==> config.mk <==
export PLATFORM = sky130hd
export DESIGN_NAME = video_timing_gen
export DESIGN_NICKNAME = d
export VERILOG_FILES = /design/src/rtl/video_timing_gen.sv
export SDC_FILE = /design/constraint.sdc
export NUM_CORES = 1
export LEC_CHECK = 0
export ABC_AREA = 1
export CAP_MARGIN = 20
export CORE_ASPECT_RATIO = 0.5
export CORE_UTILIZATION = 44
export DETAILED_ROUTE_END_ITERATION = 16
export PLACE_DENSITY = 0.62
export SYNTH_ARGS = -nofsm -noshare
export SYNTH_HDL_FRONTEND = slang
export SYNTH_SLANG_ARGS = --single-unit
==> constraint.sdc <==
create_clock -name clk -period 6.33 [get_ports clk]
set_input_delay 1.266 -clock clk [delete_from_list [all_inputs] [get_ports clk]]
set_output_delay 1.266 -clock clk [all_outputs]
set_load 0.02 [all_outputs]
==> src/rtl/video_timing_gen.sv <==
// Raster timing generator: free-running h/v counters decoded into registered blank, sync,
// coordinate and frame markers, with a shadowed timing update taken at the frame boundary.
module video_timing_gen #(
    parameter int CW     = 12,
    parameter int HACT   = 800,
    parameter int HFRONT = 40,
    parameter int HSYNC  = 128,
    parameter int HBACK  = 88,
    parameter int VACT   = 480,
    parameter int VFRONT = 10,
    parameter int VSYNC  = 2,
    parameter int VBACK  = 33,
    parameter bit HPOL   = 1'b1,
    parameter bit VPOL   = 1'b1
) (
    input  logic            clk,
    input  logic            reset,
    input  logic            enable,
    input  logic            cfg_valid,
    output logic            cfg_ready,
    input  logic [4*CW-1:0] cfg_h,
    input  logic [4*CW-1:0] cfg_v,
    output logic            blank,
    output logic            hsync,
    output logic            vsync,
    output logic [CW-1:0]   x,
    output logic [CW-1:0]   y,
    output logic            sof,
    output logic            eol,
    output logic [15:0]     frame_cnt
);

    typedef struct packed {
        logic [CW-1:0] act;
        logic [CW-1:0] front;
        logic [CW-1:0] sync;
        logic [CW-1:0] back;
    } timing_t;

    localparam timing_t H_INIT = '{CW'(HACT), CW'(HFRONT), CW'(HSYNC), CW'(HBACK)};
    localparam timing_t V_INIT = '{CW'(VACT), CW'(VFRONT), CW'(VSYNC), CW'(VBACK)};

    // Running sum with a carry bit per step so any overflow of the total is caught.
    function automatic logic cfg_ok(input timing_t t);
        logic [CW:0] s;
        logic        ovf;
        s   = {1'b0, t.act} + {1'b0, t.front};
        ovf = s[CW];
        s   = {1'b0, s[CW-1:0]} + {1'b0, t.sync};
        ovf = ovf | s[CW];
        s   = {1'b0, s[CW-1:0]} + {1'b0, t.back};
        ovf = ovf | s[CW];
        return (t.act != '0) && (t.sync != '0) && !ovf;
    endfunction

    timing_t       h_live_q, v_live_q, sh_h_q, sh_v_q;
    logic          pend_q, ready_q, seen_sof_q;
    logic [CW-1:0] hcnt_q, vcnt_q, hcnt_d, vcnt_d;
    logic          blank_q, hsync_q, vsync_q, sof_q, eol_q;
    logic [CW-1:0] x_q, y_q;
    logic [15:0]   fcnt_q;

    logic [CW:0]   h_ss, h_se, h_tot, v_ss, v_se, v_tot, hcnt_x, vcnt_x;
    logic          h_last, v_last, capture, apply, active, hs_on, vs_on, is_sof, is_eol;

    assign hcnt_x = {1'b0, hcnt_q};
    assign vcnt_x = {1'b0, vcnt_q};
    assign h_ss   = {1'b0, h_live_q.act} + {1'b0, h_live_q.front};
    assign h_se   = h_ss + {1'b0, h_live_q.sync};
    assign h_tot  = h_se + {1'b0, h_live_q.back};
    assign v_ss   = {1'b0, v_live_q.act} + {1'b0, v_live_q.front};
    assign v_se   = v_ss + {1'b0, v_live_q.sync};
    assign v_tot  = v_se + {1'b0, v_live_q.back};

    assign h_last  = (hcnt_x == h_tot - (CW+1)'(1));
    assign v_last  = (vcnt_x == v_tot - (CW+1)'(1));
    assign capture = cfg_valid && !pend_q;
    assign apply   = pend_q && enable && h_last && v_last;

    always_comb begin
        hcnt_d = hcnt_q + CW'(1);
        vcnt_d = vcnt_q;
        if (h_last) begin
            hcnt_d = '0;
            vcnt_d = v_last ? '0 : vcnt_q + CW'(1);
        end
    end

    always_comb begin
        active = (hcnt_q < h_live_q.act) && (vcnt_q < v_live_q.act);
        hs_on  = (hcnt_x >= h_ss) && (hcnt_x < h_se);
        vs_on  = (vcnt_x >= v_ss) && (vcnt_x < v_se);
        is_sof = (hcnt_q == '0) && (vcnt_q == '0);
        is_eol = (vcnt_q < v_live_q.act) &&
                 (hcnt_x == {1'b0, h_live_q.act} - (CW+1)'(1));
    end

    always_ff @(posedge clk or negedge reset) begin
        if (!reset) begin
            hcnt_q     <= '0;
            vcnt_q     <= '0;
            h_live_q   <= H_INIT;
            v_live_q   <= V_INIT;
            pend_q     <= 1'b0;
            ready_q    <= 1'b0;
            seen_sof_q <= 1'b0;
            blank_q    <= 1'b1;
            hsync_q    <= ~HPOL;
            vsync_q    <= ~VPOL;
            x_q        <= '0;
            y_q        <= '0;
            sof_q      <= 1'b0;
            eol_q      <= 1'b0;
            fcnt_q     <= '0;
        end else begin
            ready_q <= capture;
            if (capture) begin
                pend_q <= 1'b1;
            end else if (apply) begin
                pend_q <= 1'b0;
                if (cfg_ok(sh_h_q) && cfg_ok(sh_v_q)) begin
                    h_live_q <= sh_h_q;
                    v_live_q <= sh_v_q;
                end
            end
            if (enable) begin
                hcnt_q  <= hcnt_d;
                vcnt_q  <= vcnt_d;
                blank_q <= !active;
                hsync_q <= hs_on ? HPOL : ~HPOL;
                vsync_q <= vs_on ? VPOL : ~VPOL;
                x_q     <= active ? hcnt_q : '0;
                y_q     <= active ? vcnt_q : '0;
                sof_q   <= is_sof;
                eol_q   <= is_eol;
                // The very first sof after reset opens frame 0 rather than completing one.
                if (is_sof) begin
                    seen_sof_q <= 1'b1;
                    if (seen_sof_q) fcnt_q <= fcnt_q + 16'd1;
                end
            end else begin
                sof_q <= 1'b0;
                eol_q <= 1'b0;
            end
        end
    end

    // Shadow contents only matter once pend_q is set, so they carry no reset.
    always_ff @(posedge clk) begin
        if (capture) begin
            sh_h_q <= timing_t'(cfg_h);
            sh_v_q <= timing_t'(cfg_v);
        end
    end

    assign cfg_ready = ready_q;
    assign blank     = blank_q;
    assign hsync     = hsync_q;
    assign vsync     = vsync_q;
    assign x         = x_q;
    assign y         = y_q;
    assign sof       = sof_q;
    assign eol       = eol_q;
    assign frame_cnt = fcnt_q;

endmodule

==> impl_metrics.yaml <==
die:
  fp.dieH_um: 149.8
  rows: 53
  core-area_sq_um: 42510
  fp.dieW_um: 297.6
  dieArea_sq_um: 44570
  initial_utilization_pct: 45.22
  io_pins: 146
final_layout:
  seqCellArea_sq_um: 7111
  num-fill-cells: 3998
  final_cell_mix: "nand2_1, inv_1, ha_1"
  nNetsFinal: 2844
  final_common_cell: "nand2_1"
  finalInstanceArea_sq_um: 22170
  final_core_util_pct: 52.16
  diodes: 0
  multiInputGateArea_sq_um: 10660
  syn_to_final_growth_pct: 15.35
  stdcell_count: 3094
  layout-drive-gt1-share_pct: 3.496
placement:
  gp_congestion: 0.8895
  place_hpwl_mm: 37.77
  dp_cells: 3044
  portBuffers: 145
  dp_slack_ns: 0.8327
  place_area_sq_um: 21210
worst_setup_path:
  crit_required_ns: 6.83
  endpoint_kind: "register"
  critical_path.startpoint: "h_live_q[38]"
  max_stage_delay_ns: 0.46
  crit_fanout: 97
  critPathKind: "register to register"
  crit_path_start_kind: "register"
  worst_ep_arrival_time_ns: 6.08
  worstReg2RegStart: "h_live_q[38]"
  crit_path_top_delay_cell: "dfrtp_1"
  cpLargestDelayFamily: "simple AND/OR/NAND/NOR gates"
  path_buf_inv: 5
cts:
  post_cts_resized: 0
  clockBufferDepth: 3
  ctsHoldBuffers: 0
  numCtsBuffers: 26
  cts.sinks: 264
  insertion_delay_ns: 0.57
  cts_htree_levels: 1
  post_cts_buffers: 0
  cts_tree: "yes"
  cts-root-buf: "clkbuf_16"
  clk_pin_slew_ns: 0.07
synthesis:
  ys.flop_type: "dfrtp_1"
  synth_xor_area_share_pct: 6.744
  seq_area_frac_synth_pct: 37.00
  synth_compound_area_share_pct: 8.040
  synth_area_sq_um: 19220
  synth_top_cell_by_area: "dfrtp_1"
  ys_warn_count: 0
  ys_ff_latch: 264
  synthArstFlopShare_pct: 63.64
  synth_top_family_by_area: "simple AND/OR/NAND/NOR gates"
  synth.area.top_cells: "dfrtp_1, ha_1, edfxtp_1"
  synthCells: 2378
  synth.area.mux_share_pct: 0
  synth.avg_cell_area_sq_um: 8.082
  synth_cell_types: 54
  synth_edf_count: 96
  synthSimpleGateAreaFrac_pct: 24.08
  syn_nets: 2725
  synth_top_area_share_pct: 19.40
  synth_adder_area_share_pct: 16.47
sta:
  setup_viol: 0
  rsz0062_at_grt: "no"
  fin_ws_ns: 0.7528
  min_period_ns: 5.577
  worstMarginPinSlew_ns: 0.8126
  maxSlewHeadroom_pct: 45.82
  tns_ns: 0
  period_share_pct: 88.11
  finalMaxSlewViolations: 0
  max_freq_mhz: 179.3
  fin_skew_ns: 0.02108
  finalHoldViolCount: 0
routing:
  wl_per_cell_um: 15.78
  final_antenna_net_count: 0
  firstDrtPassIters: 7
  via_per_inst: 5.144
  drt_wl_total_mm: 48.83
  vias: 15915
  drt-initial-drc-count: 1048
  drc_errors: 0
power_and_ir_drop:
  p_leak_nw: 10.76
  power_density_nw_per_um2: 202.7
  peakVddDrop_mv: 0.1984
global_routing:
  grt_max_degree: 98
  gr-usage-all-layers_pct: 22.32
  grt_pass1_wl_mm: 79.72
  grt_pass1_vias: 15391
  antenna_found_initial: 0
  grt_overflow_total: 0
worst_hold_path:
  hold_class: "register to register"
  min_from: "h_live_q[6]"
run_status:
  status: "finished, final reports clean"
job:
  cap_violations: 0
==> sequential cells by signal, indices dropped and copies added, names as in the netlist <==
name and flops:
h_live_q 48, sh_h_q 48, sh_v_q 48, v_live_q 48, frame_cnt 16, hcnt_q 12, vcnt_q 12, x 12
y 12, blank 1, cfg_ready 1, eol 1, hsync 1, pend_q 1, seen_sof_q 1, sof 1
vsync 1
==> layout make-up <==
cell class              instances  area share [%]
flip-flops and latches        264           32.07
clock inverters                19           1.061
repair buffers                160           7.320
multi-input cells            1746           48.10
clock buffers                  29           3.127
inverters                     299           5.062
well taps                     577           3.256
==> Yosys cell counts, types with 8 or more instances <==
master and instances:
buf_2 19, o21bai_1 9, dfrtp_1 149, fa_1 10
xor2_1 93, a21oi_1 131, nand2_1 645, a21boi_0 8
edfxtp_1 96, inv_1 297, o21ai_0 73, dfstp_2 19
nand4_1 126, clkbuf_1 40, ha_1 237, nand3b_1 9
nand3_1 87, xnor2_1 55, nor2_1 155, nor4_1 10
nor3_1 27
==> worst register-to-register path: stages, from the launching register on <==
cell      delay [ns]
dfrtp_1         0.46
ha_1            0.38
inv_1           0.07
o31ai_1         0.40
xor2_1          0.26
inv_1           0.08
ha_1            0.38
nand2_1         0.06
or2_1           0.23
nand2_1         0.14
a21oi_1         0.10
xor2_1          0.17
ha_1            0.29
inv_1           0.04
ha_1            0.36
a21oi_1         0.37
nor2_1          0.07
nor2_1          0.16
o211ai_1        0.11
nand2_1         0.11
inv_1           0.05
nor2_1          0.10
nand4_1         0.17
nor3_4          0.22
buf_12          0.35
nand4_1         0.28
nand2_1         0.11
==> worst paths after layout <==
kind | endpoint | slack [ns] | cells past startpoint
max | h_live_q[36] | 0.75 | 26
min | h_live_q[6] | 0.46 | 2
max reg2reg | h_live_q[36] | 0.75 | 26
min reg2reg | h_live_q[6] | 0.46 | 2
max in group asynchronous | h_live_q[45] | 4.46 | 2
min in group asynchronous | frame_cnt[15] | 0.73 | 1
==> metrics by stage <==
stage | hold slack (ns) | power (W)
after global placement | 0.4510 | 0.002799
after global routing | 0.4868 | 0.004720
after floorplan | 0.4419 | 0.002504
final | 0.4638 | 0.004495
after detailed placement | 0.4542 | 0.002820
after CTS | 0.4647 | 0.004532
==> routing by layer <==
| layer | global-route usage [%] | vias up | routed length (um) |
|---|---|---|---|
| met2 | 36.76 | 317 | 21940 |
| met1 | 31.20 | 7364 | 23490 |
| met4 | 4.356 | 0 | 916 |
| met3 | 3.484 | 62 | 2485 |
| met5 | 0 | - | 0 |
| li1 | - | 8172 | - |
==> kinds of logic after synthesis <==
logic type               count (synthesis)
flip-flops                             264
buffers and inverters                  369
XOR/XNOR                               148
AO/OA/AOI/OAI                          273
adder cells (fa/ha/maj)                247
AND/OR/NAND/NOR                       1077
==> power by group <==
part           switching, W  internal, W  total (W)  leakage [nW]
combinational      0.000474     0.000358   0.000833          7.20
clock              0.000703     0.000995    0.00170         0.439
sequential         0.000136      0.00183    0.00196          3.12
total               0.00131      0.00318    0.00449          10.8
Note: power is estimated with default switching activity, not from simulation.
==> variant: new RTL, config.mk and constraints unchanged <==
Set the parameter `VPOL` to 1'b0 (it was 1'b1).
--- a/src/rtl/video_timing_gen.sv
+++ b/src/rtl/video_timing_gen.sv
@@ -13,3 +13,3 @@
     parameter bit HPOL   = 1'b1,
-    parameter bit VPOL   = 1'b1
+    parameter bit VPOL   = 1'b0
 ) (
Formal check against the unedited RTL: not equivalent (a bounded check fails within 4 cycles, from zero or initial values and one cycle with reset low).
==> variant against the unedited design <==
- maximum frequency shrank 0.88%
- routed wire length grew 0.95%
- sequential cell count is the same
- area after synthesis shrank 1.7%
- design area shrank 1.6%
- critical path depth grew 7
- non-clock buffer count grew 1
- worst setup slack lost 50 ps
- critical endpoint is now v_live_q[10]
Power is not compared: it rests on default switching activity, and its combinational part moved more than twofold at a synthesized area within 25%.
==> variant: results (changes against the unedited design) <==
Parameter                              Value

Run status
  Outcome    complete, no violations

Yosys
  Synth cell types    51 (-5.6%)
  Number of instances in the synthesized netlist    2,276 (-4.3%)
  Seq/Total Area, Yosys    37.6% (+0.64 points)
  Most frequent cells after synthesis    nand2_1, inv_1, ha_1, dfrtp_1, nor2_1
  Syn_nets    2,623 (-3.7%)
  Top FF cell, synth    dfrtp_1
  Yosys warning total    0 (unchanged)

Clock network
  Clock buffer count from CTS    27 (+3.8%)

Cells and area
  Fraction of final layout cells sized beyond drive strength 1    4.18% (+0.68 points)
  Final std cells w/o fill    2,996 (-3.2%)
  Number of filler cells placed in the layout    4,107 (+2.7%)
  Antenna Cells    0 (unchanged)

Timing
  Final Skew    18.8 ps (-2.29 ps)
  Worst slew pin tran    792 ps (-21.1 ps)

Placed design
  Number of instances in the placed design    2,947 (-3.2%)
  Placed wire-length estimate after detailed placement    37,900 um (+0.43%)
  Placer congestion estimate    0.926 (+4.1%)

Global routing
  Total global routing track utilization    22.5% (+0.17 points)
  Routing usage on met2    36.5% (-0.30 points)
  Met1 routing resource usage after global routing    32.0% (+0.77 points)
  Maximum number of pins on one net before global-route repair    128 (+31%)
  Global-route wire length before repair    78,100 um (-2.0%)
  Via count of the first global-routing pass    14,600 (-5.1%)

Drt
  DRT Pass-1 Iters    5 (-2)
  Iteration-0 DRC Markers    1,029 (-1.8%)
  Vias    15,505 (-2.6%)
  DRT Wirelength    49,300 um (+0.95%)

Setup path
  Critical path fanouts, max    49 (-49%)
  Start point of the critical path    h_live_q[36]
  Slowest Stage Delay on Critical Path    390 ps (-70 ps)
  Arrival time reported for the critical path endpoint    6130 ps (+50 ps)
==> variant: cell count changes after synthesis, sizes merged, moves of 5 or more <==
| cell | change |
|---|---|
| nor2 | -21 |
| xnor2 | -9 |
| a21boi | -6 |
| xor2 | +15 |
| nor4 | +7 |
| nand4 | +5 |
| nand2 | -94 |
| a21o | +6 |
==> variant: metal layers <==
metal  vias up  routed length [um]  part of all wire [%]
li1       7883                   -                     -
met2       276               22700                    46
met3        63                2450                   5.0
met1      7283               23400                    47
met5         -                   0                     0
met4         0                 817                   1.7
==> variant: final cells by class <==
type	count	area, um2	share of cell area (%)
Clock buffer	31	701	3.21
Timing Repair Buffer	161	1620	7.42
Clock inverter	18	178	0.815
Multi-Input combinational cell	1646	10400	47.5
Tap cell	577	722	3.31
Inverter	299	1120	5.15
Sequential cell	264	7110	32.6
==> variant: critical path: cells and delay by family (launching register included) <==
kind	cells	cell delay [ps]
AOI/OAI and AO/OA	6	800
adders and majority gates	5	1460
xor gates and xnor gates	3	620
and+or+nand+nor	12	1490
DFF	1	390
buffers and inverters	7	730
==> variant: power breakdown <==
group          switching (W)  leakage (nW)  internal (W)
Clock               0.000715         0.431      0.000916
Sequential          0.000258          3.11       0.00198
Combinational        0.00145          6.91      0.000969
Total                0.00243          10.5       0.00387
==> variant: per-stage QoR <==
step / TNS (ps) / utilization, % / setup WS (ps) / cell area, um2
after floorplan: 0 / - / 272 / 18900
after global placement: 0 / 49.6 / 805 / 20900
after detailed placement: 0 / 49.6 / 608 / 20900
after CTS: 0 / 51.7 / 582 / 21800
after global routing: -79.2 / 51.7 / -20.0 / 21800
final: 0 / 51.7 / 703 / 21800
==> variant: path summary, 6_finish.rpt <==
kind                       depth (start not counted)      endpoint  slack [ps]
setup / recovery                                  33  v_live_q[10]         700
max in group asynchronous                          2  v_live_q[15]        4630
hold / removal                                     2   h_live_q[6]         470
min in group asynchronous                          1  h_live_q[42]         610
setup reg to reg                                  33  v_live_q[10]         700
hold reg to reg                                    2   h_live_q[6]         470
==> variant: cells by family after synthesis <==
logic type / synth area share (%)
XOR/XNOR: 7.14
flip-flops: 37.6
AO/OA/AOI/OAI: 8.36
AND/OR/NAND/NOR: 22.4
adder cells (fa/ha/maj): 16.8
buffers and inverters: 7.71
multiplexers: 0.0596
